--- src/rtl/pipeline_pkg.sv ---
`default_nettype none
// ============================================================================
// Module      : pipeline_pkg
// Description : Shared constants and types for the fetch/decode pipeline.
// Revision    : 1.0 - initial release
// ============================================================================
package pipeline_pkg;

    // Default instruction / PC width
    localparam int FQ_WIDTH = 32;

    // sll $0,$0,0 - architectural no-op presented to decode when nothing is queued
    localparam logic [31:0] NOP_INSTR = 32'h0000_0000;

    // One queued fetch result
    typedef struct packed {
        logic [FQ_WIDTH-1:0] instr;
        logic [FQ_WIDTH-1:0] pc_plus_4;
    } fq_entry_t;

endpackage : pipeline_pkg
`default_nettype wire

--- src/rtl/fetch_queue_storage.sv ---
`default_nettype none
// ============================================================================
// Module      : fetch_queue_storage
// Description : DEPTH x DATA_W register array, one write port and one
//               combinational read port. Contents are never reset.
// Revision    : 1.0 - initial release
// ============================================================================
module fetch_queue_storage
    import pipeline_pkg::*;
#(
    parameter int DEPTH  = 4,
    parameter int DATA_W = 2 * FQ_WIDTH,
    parameter int AW     = $clog2(DEPTH)
) (
    input  logic              clk,
    input  logic              we,
    input  logic [AW-1:0]     waddr,
    input  logic [DATA_W-1:0] wdata,
    input  logic [AW-1:0]     raddr,
    output logic [DATA_W-1:0] rdata
);

    logic [DATA_W-1:0] mem_q [DEPTH];

    // Write the addressed slot; no reset since occupancy is tracked elsewhere
    always_ff @(posedge clk) begin
        if (we) begin
            mem_q[waddr] <= wdata;
        end
    end

    assign rdata = mem_q[raddr];

endmodule : fetch_queue_storage
`default_nettype wire

--- src/rtl/fetch_queue.sv ---
`default_nettype none
// ============================================================================
// Module      : fetch_queue
// Description : FWFT decoupling queue between fetch and decode. Holds
//               {instr, pc_plus_4} entries, flushed wholesale on redirect.
// Revision    : 1.0 - initial release
// ============================================================================
module fetch_queue
    import pipeline_pkg::*;
#(
    parameter int DEPTH = 4,
    parameter int WIDTH = FQ_WIDTH
) (
    input  logic                       clk,
    input  logic                       reset,
    input  logic                       push,
    input  logic [WIDTH-1:0]           instr_in,
    input  logic [WIDTH-1:0]           pc_plus_4_in,
    input  logic                       pop,
    input  logic                       flush,
    output logic [WIDTH-1:0]           instr_out,
    output logic [WIDTH-1:0]           pc_plus_4_out,
    output logic                       valid_out,
    output logic                       full,
    output logic                       stall_f,
    output logic [$clog2(DEPTH+1)-1:0] count
);

    localparam int PW = $clog2(DEPTH);
    localparam int CW = $clog2(DEPTH + 1);
    localparam logic [CW-1:0] C_DEPTH = CW'(DEPTH);

    logic [PW-1:0]      head_q, head_d;
    logic [PW-1:0]      tail_q, tail_d;
    logic [CW-1:0]      count_q, count_d;
    logic               w_pop_eff;
    logic               w_push_acc;
    logic [2*WIDTH-1:0] w_rdata;

    // A pop on an empty queue does nothing; a push at full only fits if the
    // head leaves in the same cycle.
    assign w_pop_eff  = pop & (count_q != '0);
    assign w_push_acc = push & ((count_q != C_DEPTH) | w_pop_eff);

    // Next-state pointers and occupancy; a redirect discards everything,
    // including a same-cycle wrong-path push.
    always_comb begin
        head_d  = head_q;
        tail_d  = tail_q;
        count_d = count_q;
        if (flush) begin
            head_d  = '0;
            tail_d  = '0;
            count_d = '0;
        end else begin
            head_d  = head_q + PW'(w_pop_eff);
            tail_d  = tail_q + PW'(w_push_acc);
            count_d = count_q + CW'(w_push_acc) - CW'(w_pop_eff);
        end
    end

    // Pointer and occupancy registers
    always_ff @(posedge clk) begin
        if (reset) begin
            head_q  <= '0;
            tail_q  <= '0;
            count_q <= '0;
        end else begin
            head_q  <= head_d;
            tail_q  <= tail_d;
            count_q <= count_d;
        end
    end

    fetch_queue_storage #(
        .DEPTH  (DEPTH),
        .DATA_W (2 * WIDTH)
    ) u_storage (
        .clk   (clk),
        .we    (w_push_acc & ~flush & ~reset),
        .waddr (tail_q),
        .wdata ({instr_in, pc_plus_4_in}),
        .raddr (head_q),
        .rdata (w_rdata)
    );

    // Head presentation: forced to NOP/0 when empty so stale storage never leaks
    always_comb begin
        valid_out     = (count_q != '0);
        instr_out     = WIDTH'(NOP_INSTR);
        pc_plus_4_out = '0;
        if (count_q != '0) begin
            instr_out     = w_rdata[2*WIDTH-1:WIDTH];
            pc_plus_4_out = w_rdata[WIDTH-1:0];
        end
    end

    assign full    = (count_q == C_DEPTH);
    assign stall_f = full & ~pop;   // draining a full queue lets fetch proceed
    assign count   = count_q;

endmodule : fetch_queue
`default_nettype wire

--- config.mk ---
export PLATFORM = sky130hd
export DESIGN_NAME = fetch_queue
export DESIGN_NICKNAME = d
export VERILOG_FILES = /design/src/rtl/pipeline_pkg.sv /design/src/rtl/fetch_queue_storage.sv /design/src/rtl/fetch_queue.sv
export SDC_FILE = /design/constraint.sdc
export NUM_CORES = 1
export LEC_CHECK = 0
export BUFFER_PORTS_ARGS = -buffer_cell sky130_fd_sc_hd__buf_2
export CAP_MARGIN = 0
export CELL_PAD_IN_SITES_DETAIL_PLACEMENT = 1
export CELL_PAD_IN_SITES_GLOBAL_PLACEMENT = 1
export CORE_UTILIZATION = 38
export CTS_BUF_LIST = sky130_fd_sc_hd__clkbuf_4 sky130_fd_sc_hd__clkbuf_8
export CTS_CLUSTER_DIAMETER = 40
export DETAILED_ROUTE_END_ITERATION = 12
export PLACE_DENSITY = 0.67
export SLEW_MARGIN = 20
export SYNTH_ARGS = -nofsm -noshare
export SYNTH_HDL_FRONTEND = slang
export SYNTH_SLANG_ARGS = --single-unit
--- constraint.sdc ---
create_clock -name clk -period 7.15 [get_ports clk]
set_input_delay 1.0725 -clock clk [delete_from_list [all_inputs] [get_ports clk]]
set_output_delay 1.0725 -clock clk [all_outputs]
set_load 0.1 [all_outputs]
==> metrics.txt <==
# TYPE chip_impl_metric gauge
chip_impl_metric{name="floorplan.die.height",unit="um"} 165.2
chip_impl_metric{name="routed_via_density",unit=""} 4.966
chip_impl_metric{name="power.density_cell_area",unit="mW/mm^2"} 290.8
chip_impl_info{name="synth_common_cells",value="edfxtp_1 (256), and2_1 (70), mux4_2 (60)"} 1
chip_impl_info{name="synth_top_cell_by_area",value="edfxtp_1"} 1
chip_impl_metric{name="grt_start_max_net_pins",unit=""} 69
chip_impl_metric{name="yosysSeqAreaShare",unit="%"} 77.37
chip_impl_metric{name="die_area",unit="mm^2"} 0.02728
chip_impl_metric{name="initial_antenna_violation_count",unit=""} 3
chip_impl_metric{name="routed_length_per_instance",unit="um"} 20.50
chip_impl_metric{name="postSynthCellCount",unit=""} 443
chip_impl_metric{name="vias_in_the_first_global_route",unit=""} 5504
chip_impl_info{name="post_synth_main_area_contributors",value="edfxtp_1 (76%), mux4_2 (13%), and2_1 (4.3%)"} 1
chip_impl_metric{name="number_of_antenna_violating_nets_in_the_routed_design",unit=""} 0
chip_impl_metric{name="report.final.hold_viol_count",unit=""} 0
chip_impl_metric{name="utilization",unit="%"} 46.40
chip_impl_info{name="synthMostInstantiatedCell",value="edfxtp_1"} 1
chip_impl_metric{name="leakage",unit="uW"} 0.004175
chip_impl_metric{name="area_growth_syn_to_layout",unit="%"} 19.52
chip_impl_metric{name="clk_pin_slew",unit="ns"} 0.06
chip_impl_metric{name="num-fill-cells",unit=""} 2429
chip_impl_metric{name="grt_ovf",unit=""} 0
chip_impl_metric{name="slew-limit-headroom",unit="%"} 31.14
chip_impl_metric{name="place.gp.congestion",unit=""} 0.7095
chip_impl_metric{name="timing.max_cap.violations",unit=""} 0
chip_impl_info{name="outcome",value="finished, final reports clean"} 1
chip_impl_info{name="synth_flop_type",value="edfxtp_1"} 1
chip_impl_info{name="cp_cell_sequence",value="buf_4 -> mux4_1 -> and2_1 -> buf_2"} 1
chip_impl_metric{name="ios",unit=""} 139
chip_impl_metric{name="synth_edf_count",unit=""} 256
chip_impl_info{name="cell_type_group_with_the_largest_total_delay_on_the_critical_path",value="buffers and inverters"} 1
chip_impl_metric{name="max_ir_drop_vdd",unit="mV"} 0.1498
chip_impl_metric{name="postSynthRegisterBits",unit=""} 263
chip_impl_metric{name="cts_htree_levels",unit=""} 2
chip_impl_metric{name="placed_cell_area",unit="mm^2"} 0.01110
chip_impl_metric{name="fmaxAchievable",unit="GHz"} 0.2363
chip_impl_metric{name="drcViolationCount",unit=""} 0
chip_impl_info{name="type_of_element_launching_the_critical_path",value="flip-flop"} 1
chip_impl_metric{name="final_min_period_over_clock_period",unit="%"} 59.20
chip_impl_metric{name="post-cts-setup-buffers",unit=""} 0
chip_impl_metric{name="clk-insertion-delay-late",unit="ns"} 0.54
chip_impl_info{name="critical_path.endpoint_type",value="output pin"} 1
chip_impl_metric{name="number_of_instances_in_the_placed_design",unit=""} 901
chip_impl_metric{name="cts_made_buffers",unit=""} 48
chip_impl_metric{name="worst_pin_slew",unit="ns"} 1.033
chip_impl_info{name="worstSetupPathType",value="reg2out"} 1
chip_impl_metric{name="slew_viol_final",unit=""} 0
chip_impl_metric{name="portBuffers",unit=""} 138
chip_impl_metric{name="finalWirelength",unit="um"} 20150
chip_impl_metric{name="detailed_place_hpwl",unit="um"} 11310
chip_impl_metric{name="cp.arrival",unit="ns"} 3.16
chip_impl_info{name="grt_setup_unrepaired",value="false"} 1
chip_impl_metric{name="die-width",unit="um"} 165.2
chip_impl_metric{name="grtUsageTotal",unit="%"} 15.36
chip_impl_metric{name="grt_first_pass_wirelength",unit="um"} 30980
chip_impl_metric{name="timing.critical_path.required",unit="ns"} 6.08
chip_impl_info{name="root_buffer",value="clkbuf_8"} 1
chip_impl_metric{name="detailroute.via_count",unit=""} 4882
chip_impl_metric{name="drt_first_pass_iters",unit=""} 4
chip_impl_metric{name="core-area",unit="mm^2"} 0.02606
chip_impl_metric{name="cp_max_fo",unit=""} 36
chip_impl_info{name="cts_tree",value="done"} 1
chip_impl_metric{name="worst_clock_skew",unit="ns"} 0.02242
chip_impl_metric{name="power.total",unit="uW"} 3517
chip_impl_info{name="critPathSlowestCell",value="dfxtp_4"} 1
chip_impl_metric{name="netlist.area_leader.share",unit="%"} 75.98
chip_impl_metric{name="crit_buf_inv",unit=""} 2
chip_impl_metric{name="synthesis.area_per_instance",unit="um^2"} 22.84
chip_impl_metric{name="ys_types",unit=""} 24
chip_impl_metric{name="post_cts.resized_instances",unit=""} 0
chip_impl_metric{name="post_synth_instance_area",unit="mm^2"} 0.01012
chip_impl_metric{name="finalSetupViolations",unit=""} 0
chip_impl_metric{name="antenna_cells",unit=""} 0
chip_impl_metric{name="floorplan.initialDensity",unit="%"} 38.82
chip_impl_metric{name="layoutNonFillerInstCount",unit=""} 983
chip_impl_metric{name="initialDrtViolationCount",unit=""} 248
chip_impl_metric{name="synth_nets",unit=""} 516
chip_impl_metric{name="drive_gt1_share",unit="%"} 43.67
chip_impl_metric{name="clkSinkCount",unit=""} 263
chip_impl_metric{name="fin_crit",unit="ns"} 4.233
chip_impl_metric{name="synthArstFlopShare",unit="%"} 0
chip_impl_metric{name="clk_path_buf_depth",unit=""} 3
chip_impl_metric{name="placement_rows",unit=""} 59
chip_impl_metric{name="final_design_area_no_fill",unit="mm^2"} 0.01209
chip_impl_metric{name="finish.net_count",unit=""} 690
chip_impl_metric{name="synth.yosys.warnings",unit=""} 0
chip_impl_metric{name="max_stage_delay_on_crit_path",unit="ns"} 0.83
chip_impl_info{name="hold_path_class",value="reg2reg"} 1
chip_impl_metric{name="cts-hold-fix-buffers",unit=""} 0
layout make-up:
| class | instances | area, um^2 | area share (%) |
|---|---|---|---|
| flip-flops and latches | 263 | 7835 | 64.80 |
| multi-input cells | 158 | 2111 | 17.46 |
| clock buffers | 64 | 805.8 | 6.664 |
| repair buffers | 145 | 763.2 | 6.312 |
| well taps | 335 | 419.2 | 3.466 |
| clock inverters | 17 | 153.9 | 1.273 |
| inverters | 1 | 3.754 | 0.03104 |
report_power, final:
part	total [uW]	switching (uW)	internal (uW)
clock network	1410	576	834
logic	387	310	76.7
registers	1720	9.54	1710
total	3520	896	2620
worst paths after layout:
check                           cells after the start  slack (ns)       from             to
worst max-delay path                                4        2.92  head_q[0]  instr_out[31]
worst min-delay path                                2        0.61  tail_q[1]      tail_q[1]
worst max register to register                      9        4.49   count[1]       count[2]
worst min register to register                      2        0.61  tail_q[1]      tail_q[1]
registers in the layout, indices dropped and copies added, names as in the netlist:
register	cells
tail_q	2
u_storage.mem_q	256
count	3
head_q	2
kinds of logic (layout without fill, tap and decap cells):
kind of cell	count (synthesis)	after routing	share of synthesized area (%)
adder cells (fa/ha/maj)	4	4	0.5689
buffers and inverters	22	227	1.942
multiplexers	64	64	14.40
flip-flops	263	263	77.37
XOR/XNOR	4	4	0.3462
AO/OA/AOI/OAI	2	2	0.1237
AND/OR/NAND/NOR	84	84	5.256
cells in the final DEF (no fill, tap or decap), types with 2 or more instances in the layout:
cell type  netlist  routed
clkinv_2         0       2
nor3b_2          0       2
bufinv_16        0       3
nor3_1           4       3
and2_1          70      70
clkbuf_8         0      52
nor2_1           2       2
mux4_1           4       4
clkbuf_4         0      12
edfxtp_1       256     256
buf_4            0       6
clkinv_1         0      10
xnor2_1          4       4
mux4_2          60      60
dfxtp_1          7       5
dfxtp_4          0       2
buf_2            7     138
ha_1             3       3
stage by stage:
stage               hold slack [ns]  setup slack, ns  TNS [ns]
floorplan                    0.5296          -0.5431    -78.86
finish                       0.6147            2.917         0
detailed placement           0.5985            3.362         0
CTS                          0.6178            2.737         0
global placement             0.5692            3.379         0
global route                 0.6447            2.604         0
worst min-delay path, delay by kind of cell (launching register included):
kind                      cells  cell delay [ns]
DFF                           1             0.37
and+or+nand+nor               1             0.05
xor gates and xnor gates      1             0.15
per-layer routing:
layer / share of wire, % / GRT usage [%]
met5: 0.20 / 0
met4: 2.2 / 5.004
met3: 5.9 / 4.046
met2: 49 / 25.47
met1: 42 / 19.65
Power figures use the tool's default switching activity.
